## src/rtl/load_store_unit.sv

```systemverilog
// Load/store unit: stalls the core, runs one word-aligned bus access with lane steering and extension.
// Optional feature macro: LSU_MISALIGN_TRAP_EN (trap misaligned H/W accesses instead of issuing them).
module load_store_unit #(
  parameter int TIMEOUT_CYCLES = 255
) (
  input  logic        clk,
  input  logic        reset,
  input  logic        MemRead,
  input  logic        MemWrite,
  input  logic [2:0]  Funct3,
  input  logic [31:0] Mem_WrAddr,
  input  logic [31:0] Mem_WrData,
  output logic [31:0] ReadData,
  output logic        Stall,
  output logic        bus_req,
  output logic        bus_we,
  output logic [31:0] bus_addr,
  output logic [31:0] bus_wdata,
  output logic [3:0]  bus_be,
  input  logic [31:0] bus_rdata,
  input  logic        bus_ack,
  output logic        BusErr,
  output logic        Fault
);

  typedef enum logic [1:0] {IDLE, BUS, DONE} state_t;

  localparam logic [1:0]  SZ_B = 2'd0;
  localparam logic [1:0]  SZ_H = 2'd1;
  localparam logic [1:0]  SZ_W = 2'd2;
  localparam logic [15:0] CNT_LAST = 16'(TIMEOUT_CYCLES - 1);

  state_t      state_q, state_d;
  logic [31:0] addr_q, addr_d;
  logic [1:0]  size_q, size_d;
  logic        uns_q, uns_d;
  logic [31:0] wdata_q, wdata_d;
  logic [3:0]  be_q, be_d;
  logic        we_q, we_d;
  logic [15:0] cnt_q, cnt_d;
  logic [31:0] rdata_q, rdata_d;
  logic        buserr_q, buserr_d;

  logic        req;
  logic [1:0]  size_in;
  logic [3:0]  be_in;
  logic [31:0] wdata_in;
  logic [7:0]  load_byte;
  logic [15:0] load_half;
  logic [31:0] load_ext;

  assign req = MemRead | MemWrite;

  // Unlisted Funct3 encodings fall through to word size.
  always_comb begin
    size_in = SZ_W;
    if (Funct3 == 3'b000 || Funct3 == 3'b100) size_in = SZ_B;
    else if (Funct3 == 3'b001 || Funct3 == 3'b101) size_in = SZ_H;
  end

  always_comb begin
    be_in    = 4'b1111;
    wdata_in = Mem_WrData;
    if (size_in == SZ_B) begin
      be_in    = 4'b0001 << Mem_WrAddr[1:0];
      wdata_in = {4{Mem_WrData[7:0]}};
    end else if (size_in == SZ_H) begin
      be_in    = Mem_WrAddr[1] ? 4'b1100 : 4'b0011;
      wdata_in = {2{Mem_WrData[15:0]}};
    end
  end

  always_comb begin
    load_byte = bus_rdata[7:0];
    case (addr_q[1:0])
      2'd1:    load_byte = bus_rdata[15:8];
      2'd2:    load_byte = bus_rdata[23:16];
      2'd3:    load_byte = bus_rdata[31:24];
      default: load_byte = bus_rdata[7:0];
    endcase
    load_half = addr_q[1] ? bus_rdata[31:16] : bus_rdata[15:0];
    load_ext  = bus_rdata;
    if (size_q == SZ_B)
      load_ext = uns_q ? {24'd0, load_byte} : {{24{load_byte[7]}}, load_byte};
    else if (size_q == SZ_H)
      load_ext = uns_q ? {16'd0, load_half} : {{16{load_half[15]}}, load_half};
  end

`ifdef LSU_MISALIGN_TRAP_EN
  logic misaligned;
  logic fault_q, fault_d;
  assign misaligned = ((size_in == SZ_H) && Mem_WrAddr[0]) ||
                      ((size_in == SZ_W) && (Mem_WrAddr[1:0] != 2'b00));
  assign Fault = fault_q;
`else
  assign Fault = 1'b0;
`endif

  always_ff @(posedge clk or posedge reset) begin
    if (reset) begin
      state_q  <= IDLE;
      addr_q   <= '0;
      size_q   <= SZ_W;
      uns_q    <= 1'b0;
      wdata_q  <= '0;
      be_q     <= '0;
      we_q     <= 1'b0;
      cnt_q    <= '0;
      rdata_q  <= '0;
      buserr_q <= 1'b0;
`ifdef LSU_MISALIGN_TRAP_EN
      fault_q  <= 1'b0;
`endif
    end else begin
      state_q  <= state_d;
      addr_q   <= addr_d;
      size_q   <= size_d;
      uns_q    <= uns_d;
      wdata_q  <= wdata_d;
      be_q     <= be_d;
      we_q     <= we_d;
      cnt_q    <= cnt_d;
      rdata_q  <= rdata_d;
      buserr_q <= buserr_d;
`ifdef LSU_MISALIGN_TRAP_EN
      fault_q  <= fault_d;
`endif
    end
  end

  // Error flags are only ever set on the transition into DONE, so they pulse for exactly one cycle.
  always_comb begin
    state_d  = state_q;
    addr_d   = addr_q;
    size_d   = size_q;
    uns_d    = uns_q;
    wdata_d  = wdata_q;
    be_d     = be_q;
    we_d     = we_q;
    cnt_d    = cnt_q;
    rdata_d  = rdata_q;
    buserr_d = 1'b0;
`ifdef LSU_MISALIGN_TRAP_EN
    fault_d  = 1'b0;
`endif
    case (state_q)
      IDLE: begin
        cnt_d = '0;
        if (req) begin
          addr_d  = Mem_WrAddr;
          size_d  = size_in;
          uns_d   = Funct3[2];
          wdata_d = wdata_in;
          be_d    = be_in;
          we_d    = MemWrite;
          state_d = BUS;
`ifdef LSU_MISALIGN_TRAP_EN
          if (misaligned) begin
            state_d = DONE;
            fault_d = 1'b1;
            rdata_d = '0;
          end
`endif
        end
      end
      BUS: begin
        if (bus_ack) begin
          rdata_d = load_ext;
          state_d = DONE;
        end else if (cnt_q == CNT_LAST) begin
          rdata_d  = '0;
          buserr_d = 1'b1;
          state_d  = DONE;
        end else begin
          cnt_d = cnt_q + 16'd1;
        end
      end
      DONE:    state_d = IDLE;
      default: state_d = IDLE;
    endcase
  end

  always_comb begin
    bus_req   = (state_q == BUS);
    bus_we    = bus_req & we_q;
    bus_be    = bus_req ? be_q : 4'b0000;
    bus_addr  = {addr_q[31:2], 2'b00};
    bus_wdata = wdata_q;
    Stall     = ((state_q == IDLE) && req) || (state_q == BUS);
    ReadData  = rdata_q;
    BusErr    = buserr_q;
  end

endmodule
```

## config.mk

```make
export PLATFORM = sky130hd
export DESIGN_NAME = load_store_unit
export DESIGN_NICKNAME = d
export VERILOG_FILES = /design/src/rtl/load_store_unit.sv
export SDC_FILE = /design/constraint.sdc
export NUM_CORES = 1
export LEC_CHECK = 0
export CORE_MARGIN = 8
export CORE_UTILIZATION = 50
export DETAILED_ROUTE_END_ITERATION = 10
export GPL_ROUTABILITY_DRIVEN = 0
export PLACE_DENSITY_LB_ADDON = 0.3
export SYNTH_ARGS = -nofsm -noshare
export SYNTH_HDL_FRONTEND = slang
export SYNTH_SLANG_ARGS = --single-unit
```

## constraint.sdc

```tcl
create_clock -name clk -period 10.3 [get_ports clk]
set_clock_uncertainty 0.15 [all_clocks]
set_input_delay 3.09 -clock clk [delete_from_list [all_inputs] [get_ports clk]]
set_output_delay 3.09 -clock clk [all_outputs]
set_load 0.02 [all_outputs]
```

==> results.yml <==
outcome:
  outcome: "complete, no violations"
route:
  drt-initial-drc-count: 456
  highest-signal-layer: "met4"
  avg_vias_per_cell: 5.80
  detail-route-antenna-nets: 0
  met2WireLength_um: 8940
  vias: 5151
  met1Wirelength_um: 6530
  wire_per_inst_um: 20.1
  drc_errors: 0
  totalWireLength_um: 17900
  dr.pass1.iters: 5
  met3_wirelength_um: 2080
yosys:
  synth_top_area_share_pct: 49.6
  number_of_distinct_standard_cells_referenced_by_the_synthesized_netlist: 58
  synth_seq_cells: 123
  synth.cell_area_um2: 6150
  post_synth.cell_area_avg_um2: 10.8
  asyncSetResetFlopFracSynth_pct: 100
  ranking_of_synthesized_cells_by_area: "sky130_fd_sc_hd__dfrtp_1 (50%), sky130_fd_sc_hd__mux2_2 (7.5%), sky130_fd_sc_hd__mux2i_1 (5.0%), sky130_fd_sc_hd__buf_4 (4.0%), sky130_fd_sc_hd__nand2_1 (2.7%)"
  yosysWarnings: 0
  share_of_synthesized_area_occupied_by_flip_flops_and_latches_pct: 50.1
  synth-edff-count: 0
  synth_top_cell_by_area: "sky130_fd_sc_hd__dfrtp_1"
  synth_flop_cell: "sky130_fd_sc_hd__dfrtp_1"
  synth_cells: 568
power:
  ir_drop_v: 0.000212
  p_leak_nw: 3.61
  report.power.total_mw: 2.72
  pwr_density_cell_nw_per_um2: 316
placement:
  port_buffers: 205
  detailed_place.area_um2: 8030
  detailed_place_hpwl_um: 12900
global_route:
  grt_pass1_wl_um: 28100
  groute.usage.overall_pct: 22.1
  grt_max_degree: 103
  vias_in_the_first_global_route: 5384
  global_route.overflow_total: 0
  antenna_found_initial: 0
worst_hold_path:
  worstHoldPathCells: 2
  hold_class: "flop to flop"
die:
  core_area_um2: 12000
  floorplan.die.width_um: 127
  core.rowCount: 40
  io_pins: 209
  initial_core_util_pct: 51.2
  floorplan.die_area_um2: 16100
  die_height_um: 127
sta:
  timing_max_transition_violations_final: 0
  totalNegativeSetupSlack_ps: 0
  finalSetupViolations: 0
  layout_worst_path_cycle_share_pct: 73.8
  final.min_clock_period_ps: 7600
  timing_hold_violations_final: 0
  worstMarginPinSlew_ps: 1190
  fin_worst_hold_slack_ps: 325
  max_freq_ghz: 0.132
  slew_headroom_pct: 20.6
  grt_setup_unrepaired: "no"
worst_setup_path:
  critPathBufInv: 2
  path_depth: 4
  worstRegToRegCells: 6
  cp-start-kind: "input pin"
  timing.critical_path.cells: "clkdlybuf4s50_1 > o21ai_4 > nand2_1 > clkdlybuf4s50_1"
  critPathMostFrequentCell: "sky130_fd_sc_hd__clkdlybuf4s50_1"
  worstSetupEndpointType: "output pin"
  worstPathMaxFanout: 2
  crit_arrival_ps: 4360
  timing.setup.critical_path_class: "input pin to output pin"
  critical-path-slowest-cell: "sky130_fd_sc_hd__clkdlybuf4s50_1"
  cpPeakStageDelay_ps: 610
  cp_top_family: "buffers and inverters"
  crit_required_ps: 7060
clocking:
  numCtsBuffers: 17
  cts_tree: "done"
  cts_resized: 0
  clock_path_buffers: 2
  clkTransAtPathRegs_ps: 60
  cts_setup_buffers: 0
  clk_latency_ps: 410
  cts-root-buf: "sky130_fd_sc_hd__clkbuf_16"
  cts_num_sinks: 123
  post_cts_hold_buffer_count: 0
  ctsHtreeMaxLevel: 4
cells_and_area:
  area_growth_pct: 40.1
  drive_above_1_share_pct: 12.1
  final_core_util_pct: 71.7
  antenna-diode-count: 0
  final_design_area_no_fill_um2: 8620
  final_nets: 834
  layout_common_cells: "sky130_fd_sc_hd__clkdlybuf4s50_1 (205), sky130_fd_sc_hd__dfrtp_1 (122), sky130_fd_sc_hd__nand2_1 (44), sky130_fd_sc_hd__mux2_2 (41), sky130_fd_sc_hd__o21ai_0 (32)"
  final_common_cell: "sky130_fd_sc_hd__clkdlybuf4s50_1"
run:
  maxCapViolCount: 0
[layout make-up]
cell class	instances	area, um^2
clock buffer	17	425
fill	870	3400
sequential	123	3080
tap	147	184
timing repair buffer	209	2080
multi-input combinational	368	2640
inverter	9	38.8
clock inverter	15	165
[synth_stat cells (9+ instances only)]
library cell               number
sky130_fd_sc_hd__a22o_1         9
sky130_fd_sc_hd__nand2_1       44
sky130_fd_sc_hd__nor2b_1        9
sky130_fd_sc_hd__buf_4         33
sky130_fd_sc_hd__clkbuf_1      24
sky130_fd_sc_hd__mux2i_1       31
sky130_fd_sc_hd__mux2_2        41
sky130_fd_sc_hd__a21oi_1       30
sky130_fd_sc_hd__nand2b_1      22
sky130_fd_sc_hd__a32o_1        16
sky130_fd_sc_hd__dfrtp_1      122
sky130_fd_sc_hd__o21ai_0       33
sky130_fd_sc_hd__nor2_1        25
[final timing paths]
| kind | from | endpoint | slack [ps] |
|---|---|---|---|
| max | MemWrite | Stall | 2700 |
| min | be_q[3]$_DFFE_PP0P_ | be_q[3]$_DFFE_PP0P_ | 330 |
| max reg2reg | cnt_q[0]$_DFFE_PP0P_ | ReadData[27]$_DFFE_PP0P_ | 6920 |
| min reg2reg | be_q[3]$_DFFE_PP0P_ | be_q[3]$_DFFE_PP0P_ | 330 |
| max in group asynchronous | reset | cnt_q[8]$_DFFE_PP0P_ | 5680 |
| min in group asynchronous | reset | addr_q[15]$_DFFE_PP0P_ | 2980 |
[power by group]
group / internal, mW / switching, mW / total [mW]
clock: 0.360 / 0.230 / 0.590
combinational: 0.618 / 0.648 / 1.27
sequential: 0.696 / 0.168 / 0.864
[per-layer routing]
metal / vias up / track usage, %
met2: 235 / 37.0
met5: - / 0
met4: 0 / 7.49
met3: 25 / 12.1
li1: 2368 / -
met1: 2523 / 23.2
[cell families (layout without fill, tap and decap cells)]
| group | count (synthesis) | after routing | share of synthesized area [%] |
|---|---|---|---|
| compound gates | 141 | 141 | 16.1 |
| fa+ha+maj | 2 | 2 | 0.407 |
| buf+inv | 79 | 250 | 7.28 |
| flops | 123 | 123 | 50.1 |
| mux | 74 | 74 | 13.3 |
| other cells | 1 | 3 | 0.0610 |
| simple gates | 148 | 148 | 12.8 |
[stage by stage]
stage	instances	setup slack, ps
finish	888	2700
global route	888	2660
CTS	888	2690
detailed placement	856	2690
global placement	856	2690
floorplan	570	2920
[sequential cells by signal, summed over array words and instances, names as in the netlist, 2 cells and up]
| name | count |
|---|---|
| ReadData | 32 |
| addr_q | 32 |
| cnt_q | 16 |
| size_q | 2 |
| be_q | 4 |
| state_q | 2 |
| bus_wdata | 32 |
[worst reg2reg max path: cells and delay by family, from the launching register on]
kind	cells	cell delay (ps)
buffers and inverters	1	90
flip-flops	1	460
AO/OA/AOI/OAI	2	1200
adder cells (fa/ha/maj)	1	160
AND/OR/NAND/NOR	2	1200
Note: power is estimated with default switching activity, not from simulation.
